--- src/rtl/thermo_to_count.sv ---
// Multi-cycle thermometer-mask decoder: counts contiguous ones from bit 0, STEP bits per cycle,
// and flags masks with a 1 above the first 0. Define THERMO_TO_COUNT_EARLY_EXIT_EN to stop early.
module thermo_to_count #(
    parameter int  WIDTH = 8,
    parameter int  STEP  = 2,
    localparam int CW    = $clog2(WIDTH) + 1
) (
    input  logic             clk,
    input  logic             rst,
    input  logic [WIDTH-1:0] data_in,
    input  logic             in_valid,
    output logic             in_ready,
    output logic [CW-1:0]    data_out,
    output logic             malformed,
    output logic             out_valid,
    input  logic             out_ready
);
    localparam int N   = WIDTH / STEP;
    localparam int CYW = $clog2(N) + 1;

    typedef enum logic [1:0] {IDLE, BUSY, DONE} state_t;

    state_t           state_q, state_d;
    logic [WIDTH-1:0] shift_q, shift_d;
    logic [CW-1:0]    cnt_q, cnt_d;
    logic             sz_q, sz_d;
    logic             err_q, err_d;
    logic [CYW-1:0]   cyc_q, cyc_d;
    logic [CW-1:0]    data_out_q, data_out_d;
    logic             mal_q, mal_d;
    logic             out_valid_q, out_valid_d;
    logic             done;

    always_comb begin
        state_d     = state_q;
        shift_d     = shift_q;
        cnt_d       = cnt_q;
        sz_d        = sz_q;
        err_d       = err_q;
        cyc_d       = cyc_q;
        data_out_d  = data_out_q;
        mal_d       = mal_q;
        out_valid_d = out_valid_q;
        done        = 1'b0;
        case (state_q)
            IDLE: begin
                if (in_valid) begin
                    shift_d = data_in;
                    cnt_d   = '0;
                    sz_d    = 1'b0;
                    err_d   = 1'b0;
                    cyc_d   = '0;
                    state_d = BUSY;
                end
            end
            BUSY: begin
                // Bits are consumed LSB first so the count stops at the first zero.
                for (int i = 0; i < STEP; i++) begin
                    if (shift_q[i]) begin
                        if (sz_d) err_d = 1'b1;
                        else      cnt_d = cnt_d + CW'(1);
                    end else begin
                        sz_d = 1'b1;
                    end
                end
                shift_d = shift_q >> STEP;
                cyc_d   = cyc_q + CYW'(1);
                done    = (cyc_q == CYW'(N - 1));
`ifdef THERMO_TO_COUNT_EARLY_EXIT_EN
                // Nothing left to scan can change count or error.
                if (shift_d == '0) done = 1'b1;
`else
`endif
                if (done) begin
                    state_d     = DONE;
                    data_out_d  = cnt_d;
                    mal_d       = err_d;
                    out_valid_d = 1'b1;
                end
            end
            DONE: begin
                if (out_ready) begin
                    state_d     = IDLE;
                    out_valid_d = 1'b0;
                end
            end
            default: state_d = IDLE;
        endcase
    end

    always_ff @(posedge clk or posedge rst) begin
        if (rst) begin
            state_q     <= IDLE;
            shift_q     <= '0;
            cnt_q       <= '0;
            sz_q        <= 1'b0;
            err_q       <= 1'b0;
            cyc_q       <= '0;
            data_out_q  <= '0;
            mal_q       <= 1'b0;
            out_valid_q <= 1'b0;
        end else begin
            state_q     <= state_d;
            shift_q     <= shift_d;
            cnt_q       <= cnt_d;
            sz_q        <= sz_d;
            err_q       <= err_d;
            cyc_q       <= cyc_d;
            data_out_q  <= data_out_d;
            mal_q       <= mal_d;
            out_valid_q <= out_valid_d;
        end
    end

    assign in_ready  = (state_q == IDLE) && !rst;
    assign data_out  = data_out_q;
    assign malformed = mal_q;
    assign out_valid = out_valid_q;
endmodule

--- config.mk ---
export PLATFORM = sky130hd
export DESIGN_NAME = thermo_to_count
export DESIGN_NICKNAME = d
export VERILOG_FILES = /design/src/rtl/thermo_to_count.sv
export SDC_FILE = /design/constraint.sdc
export NUM_CORES = 1
export LEC_CHECK = 0
export CAP_MARGIN = 20
export CORE_UTILIZATION = 48
export CTS_BUF_LIST = sky130_fd_sc_hd__clkbuf_4 sky130_fd_sc_hd__clkbuf_8
export DETAILED_ROUTE_END_ITERATION = 12
export DONT_BUFFER_PORTS = 1
export SYNTH_ARGS = -nofsm -noshare
export SYNTH_HDL_FRONTEND = slang
export SYNTH_SLANG_ARGS = --single-unit
--- constraint.sdc ---
create_clock -name clk -period 3.15 [get_ports clk]
set_clock_uncertainty 0.15 [all_clocks]
set_input_delay 0.1575 -clock clk [delete_from_list [all_inputs] [get_ports clk]]
set_output_delay 0.1575 -clock clk [all_outputs]
set_load 0.005 [all_outputs]
Yosys cells after proc, flatten, opt, wreduce, memory -nomap -nowiden. Index checks and enable logic that the tools add are counted.

Reductions and logical operators: 9. Equal/unequal tests: 6. $add $sub $neg: 3. Multiplexer cells: 28.

Operators with widths (count): two-way mux 4 bit (6); one-hot mux 8 bit (2 select lines) (1); two-way mux 1 bit (10); adder 4 x 1 -> 4 bit, second input constant (2); two-way mux 8 bit (1); one-hot mux 4 bit (2 select lines) (1); two-way mux 2 bit (3); inequality test 2 bit, second input constant (3); one-hot mux 1 bit (2 select lines) (3); one-hot mux 2 bit (3 select lines) (1); one-hot mux 3 bit (2 select lines) (1); AND reduction 3 bit (2); AND reduction 2 bit (2); nonzero test 2 bit (2); adder 3 x 1 -> 3 bit, second input constant (1); equality test 3 x 2 -> 1 bit, second input constant (1); two-way mux 3 bit (1); equality test 2 x 1 -> 1 bit, second input constant (1); equality test 2 bit, second input constant (1); logical NOT 2 bit (1); logical AND 1 bit (1); logical NOT 1 bit (1).

Word-level logic and storage cells: 55. Register bits: 25. Input port bits: 12. Output and inout bits: 7.

Longest topological paths before layout.
Depth after elaboration: 8. Depth in mapped cells: 8.

Worst setup path before layout. No wires, ideal clock.

Path kind: reg-to-reg. From: reg cnt_q[1]. To: reg data_out_q[2], in the netlist data_out[2]. Path buffers: 0. Arrival: 1559 ps. Cell stages (with the launch flop): 9. Period minus slack after synthesis: 1832 ps. Setup slack: 1318 ps. Cells stage by stage: dfrtp_1 -> ha_1 -> nand2_1 -> nand2_1 -> ha_1 -> and3b_1 -> o21ai_1 -> xor2_1 -> o21ai_1.

Word-level cells in the longest chain between the ends: 7.

RTL lines: start: declaration (RTL line 25) `logic [CW-1:0] cnt_q, cnt_d;`; start signal: assignment (RTL line 105) `cnt_q <= cnt_d;`; adder 4 x 1 -> 4 bit (RTL line 61) `else cnt_d = cnt_d + CW'(1);`; two-way mux 4 bit (RTL line 60) `if (sz_d) err_d = 1'b1;`; two-way mux 4 bit (*) (RTL line 59) `if (shift_q[i]) begin`; two-way mux 4 bit (*) (RTL line 45) `case (state_q)`; adder 4 x 1 -> 4 bit (RTL line 61); two-way mux 4 bit (RTL line 60); two-way mux 4 bit (*) (RTL line 59); end signal: assignment (RTL line 109) `data_out_q <= data_out_d;`; end: declaration (RTL line 29) `logic [CW-1:0] data_out_q, data_out_d;`.

Mark *: on every way between the ends. The rest lies on a longest branch, timed or not. The select of a mux whose other input is x is not followed. A chain may end at the register's enable or synchronous reset.

Final worst setup path.
From: reg state_q[0]. To: reg data_out_q[3], in the netlist data_out[3].

Word-level cells in the longest chain between the ends: 2.

RTL lines: start: declaration (RTL line 23) `state_t state_q, state_d;`; start signal: assignment (RTL line 103) `state_q <= state_d;`; equality test 2 x 1 -> 1 bit (RTL line 45); AND reduction 2 bit (no source line).

No other way between the ends.

==> Flow_metrics.wiki <==
{| class="wikitable"
! Metric !! Value
|-
| Achievable clock frequency || ~450 MHz
|-
| Most used standard cells in the synthesized netlist || 25 x sky130_fd_sc_hd__dfrtp_1, 24 x sky130_fd_sc_hd__nand2_1, 14 x sky130_fd_sc_hd__o21ai_1, 12 x sky130_fd_sc_hd__a21oi_1
|-
| Number of sinks handled by clock tree synthesis || 25
|-
| Clock H-tree levels || 1
|-
| Number of buffers added to fix hold violations after cts || 9
|-
| Worst vdd rail ir drop || a little under 0.4 mV
|-
| Area of the core region || 2570 µm²
|-
| Leak || 0.685 nW
|-
| Minimum hold slack || 3.75 ps
|-
| Fraction of registers with async set or reset after synthesis || 1.00
|-
| Number of post-CTS setup repair buffers || 0
|-
| Most frequently used cell type in the post-synthesis netlist || sky130_fd_sc_hd__dfrtp_1
|-
| Share of the yosys chip area belonging to registers || 0.463
|-
| Final antenna diode count || 0
|-
| Count of TritonRoute iterations in the first routing pass || 4
|-
| Synthesized area divided by synthesized cell count || roughly 9.1 µm²
|-
| Number of violations reported at the end of detailed-routing iteration 0 || 13
|-
| Delay-heaviest family, CP || simple AND/OR/NAND/NOR gates
|-
| Count of pins on the block boundary || 19
|-
| Final-report setup violation count || 0
|-
| Minimum clock period || between 2000 and 2500 ps
|-
| Share of final-layout standard cells stronger than drive strength 1 || 0.0530
|-
| Max Transition Viols Final || 0
|-
| Relative slew margins || 0.366
|-
| Outcome || finished clean
|-
| Main area contributors after synthesis || sky130_fd_sc_hd__dfrtp_1 46%, sky130_fd_sc_hd__nand2_1 6.7%, sky130_fd_sc_hd__o21ai_1 5.2%
|-
| Post-synth cell types || 38
|-
| Layout Nets || roughly 170
|-
| Proportion of netlist area held by the largest area contributor || 0.463
|-
| Post-synth EDFFs || 0
|-
| Met3 wire length || 60 µm
|-
| Vias || a little over 1000
|-
| Std-Cell Rows || 18
|-
| Critical Path Fanout Max || 29
|-
| Synth-to-layout area growth || 7.59%
|-
| Maximum number of pins on one net before global-route repair || 30
|-
| Final hold viol count || 0
|-
| Number of filler instances in the final layout || ~250
|-
| Total of buffers placed on input and output ports || 0
|-
| Clock Root Buffer || sky130_fd_sc_hd__clkbuf_4
|-
| Routed wire length || 2610 µm
|-
| Setup repair after global routing missed its margin || no
|-
| Register-to-register setup slack || 940 ps
|-
| Average wire per standard cell || between 10 and 15 µm
|-
| Height of the chip || 55.1 µm
|-
| Global-route usage over all layers || 0.206
|-
| Remaining design rule violation count || 0
|-
| HP Class || input port to flip-flop
|-
| Slowest CP cell || sky130_fd_sc_hd__dfrtp_1
|-
| Multi-input combinational cell area || 649 µm²
|-
| Worst Slack Setup Final || 939 ps
|-
| Total nets after synthesis || between 150 and 200
|-
| Clock input transition at the sequential cells of the worst setup and hold paths || between 100 and 150 ps
|-
| Final core utilization || 0.567
|-
| Synth area leader || sky130_fd_sc_hd__dfrtp_1
|-
| Die Area || about 3000 µm²
|-
| Final cycle utilization of the critical path || 0.702
|-
| RePlAce Congestion || 0.788
|-
| Global-route wire length before repair || approximately 4400 µm
|-
| Met2 WL || about 1300 µm
|-
| Power per Cell Area || a little under 800 nW/µm²
|-
| Sum of negative setup slack || 0 ps
|-
| Insertion delay to the later sink of the worst-skew pair || about 310 ps
|-
| Number of buffers inserted during clock tree synthesis || 3
|-
| Sequential standard cell area || ~630 µm²
|-
| Max Buffers Root-to-Sink || 2
|-
| Cell area after placement || between 1000 and 1500 µm²
|-
| Required arrival time at the worst endpoint || 3260 ps
|-
| Data arrival, critical path || between 2000 and 2500 ps
|-
| Transition time of the tightest slew-check pin || between 900 and 1000 ps
|-
| Count of nets left with antenna violations after detail routing || 0
|-
| CP bufs+invs || 0
|-
| Number of instances in the synthesized netlist || approximately 150
|-
| Sort of element at the end of the critical path || flip-flop
|-
| Number of cells upsized or downsized after cts || 0
|-
| Type of the worst setup path || flip-flop to flip-flop
|-
| Vias per cell || approximately 5.7
|-
| Post-route cell area || roughly 1500 µm²
|-
| Overall die width || 55.1 µm
|-
| Top routing layer used || met4
|-
| Post-synth top flop || sky130_fd_sc_hd__dfrtp_1
|-
| Critical path launch point type || flip-flop
|-
| Pre-CTS worst setup slack || roughly 970 ps
|-
| Number of antenna violations at the first check in global routing || 0
|-
| Routed metal-1 wirelength || 1260 µm
|-
| Initial cell density of the core || 0.527
|-
| Detailed Place HPWL || around 1800 µm
|-
| Mapped cell area || around 1400 µm²
|-
| Seq cells post-synth || 25
|-
| CP Cell Sequence || nand3b_1 > or3_1 > nand3_1
|-
| Number of global-route vias before repair || 986
|-
| Ys Warns || 0
|-
| CTS tree || done
|-
| Overflow after GRT || 0
|-
| Max capacitance violation total || 0
|-
| Max incr delay on CP || roughly 900 ps
|}
-- logic make-up (layout without fill, tap and decap cells) --
| logic type | Yosys count | count (layout) | share of synthesized area |
|---|---|---|---|
| DFF | 25 | 25 | 0.463 |
| and+or+nand+nor | 53 | 53 | 0.204 |
| adders and majority gates | 4 | 4 | 0.0370 |
| xor gates and xnor gates | 4 | 4 | 0.0315 |
| buffers and inverters | 17 | 19 | 0.0573 |
| muxes | 4 | 4 | 0.0315 |
| AOI/OAI and AO/OA | 42 | 42 | 0.176 |
-- path summary, 6_finish.rpt --
path / startpoint / to / cells past startpoint
setup / recovery: state_q[0]$_DFFE_PP0P_ / data_out[3]$_DFFE_PP0P_ / 3
hold / removal: data_in[5] / shift_q[5]$_DFFE_PP0P_ / 3
setup reg to reg: state_q[0]$_DFFE_PP0P_ / data_out[3]$_DFFE_PP0P_ / 3
hold reg to reg: cyc_q[2]$_DFFE_PP0P_ / cyc_q[2]$_DFFE_PP0P_ / 2
max in group asynchronous: rst / cnt_q[2]$_DFFE_PP0P_ / 2
min in group asynchronous: rst / shift_q[5]$_DFFE_PP0P_ / 2
-- report_power, final --
part | switching [mW] | internal (mW) | leakage (nW)
clock | 0.0911 | 0.0580 | 0.0184
sequential | 0.156 | 0.430 | 0.320
combinational | 0.203 | 0.184 | 0.347
total | 0.450 | 0.672 | 0.685
-- routing by layer --
metal,up-vias,track usage
met3,2,0.0273
met4,0,0.0750
met2,16,0.345
met1,487,0.270
met5,-,0
li1,521,-
-- cell type report --
cell class	instances	share of cell area
clock buffer	4	0.0206
inverter	6	0.0155
multi-input combinational	107	0.446
sequential	25	0.430
tap	30	0.0258
timing repair buffer	9	0.0619
-- flip-flops by register name (all words and copies together), names as in the netlist --
register   cells
shift_q        8
cnt_q          4
data_out       4
cyc_q          3
state_q        2
err_q          1
malformed      1
out_valid      1
sz_q           1
-- stage by stage --
stage	cells	power, mW
finish	181	1.12
CTS	181	1.13
global placement	168	0.951
global route	181	1.23
floorplan	149	0.904
detailed placement	168	0.973
-- tightest hold or removal path, delay by kind of cell --
family / cells / cell delay [ps]
AOI/OAI and AO/OA: 2 / 150
and+or+nand+nor: 1 / 130
-- cells in the final DEF (no fill, tap or decap), types with 2 or more instances in the layout --
cell type,instances
sky130_fd_sc_hd__dfrtp_1,25
sky130_fd_sc_hd__nand2_1,24
sky130_fd_sc_hd__o21ai_1,14
sky130_fd_sc_hd__a21oi_1,12
sky130_fd_sc_hd__dlygate4sd3_1,9
sky130_fd_sc_hd__o21ai_0,7
sky130_fd_sc_hd__nor2_1,7
sky130_fd_sc_hd__and3b_1,7
sky130_fd_sc_hd__inv_1,5
sky130_fd_sc_hd__nor2b_1,4
sky130_fd_sc_hd__ha_1,4
sky130_fd_sc_hd__clkbuf_4,4
sky130_fd_sc_hd__nand4_1,2
sky130_fd_sc_hd__nand2b_1,2
sky130_fd_sc_hd__mux2i_1,2
sky130_fd_sc_hd__nand3_1,2
sky130_fd_sc_hd__xnor2_1,2
No activity file was read; power rests on OpenSTA's default activity.
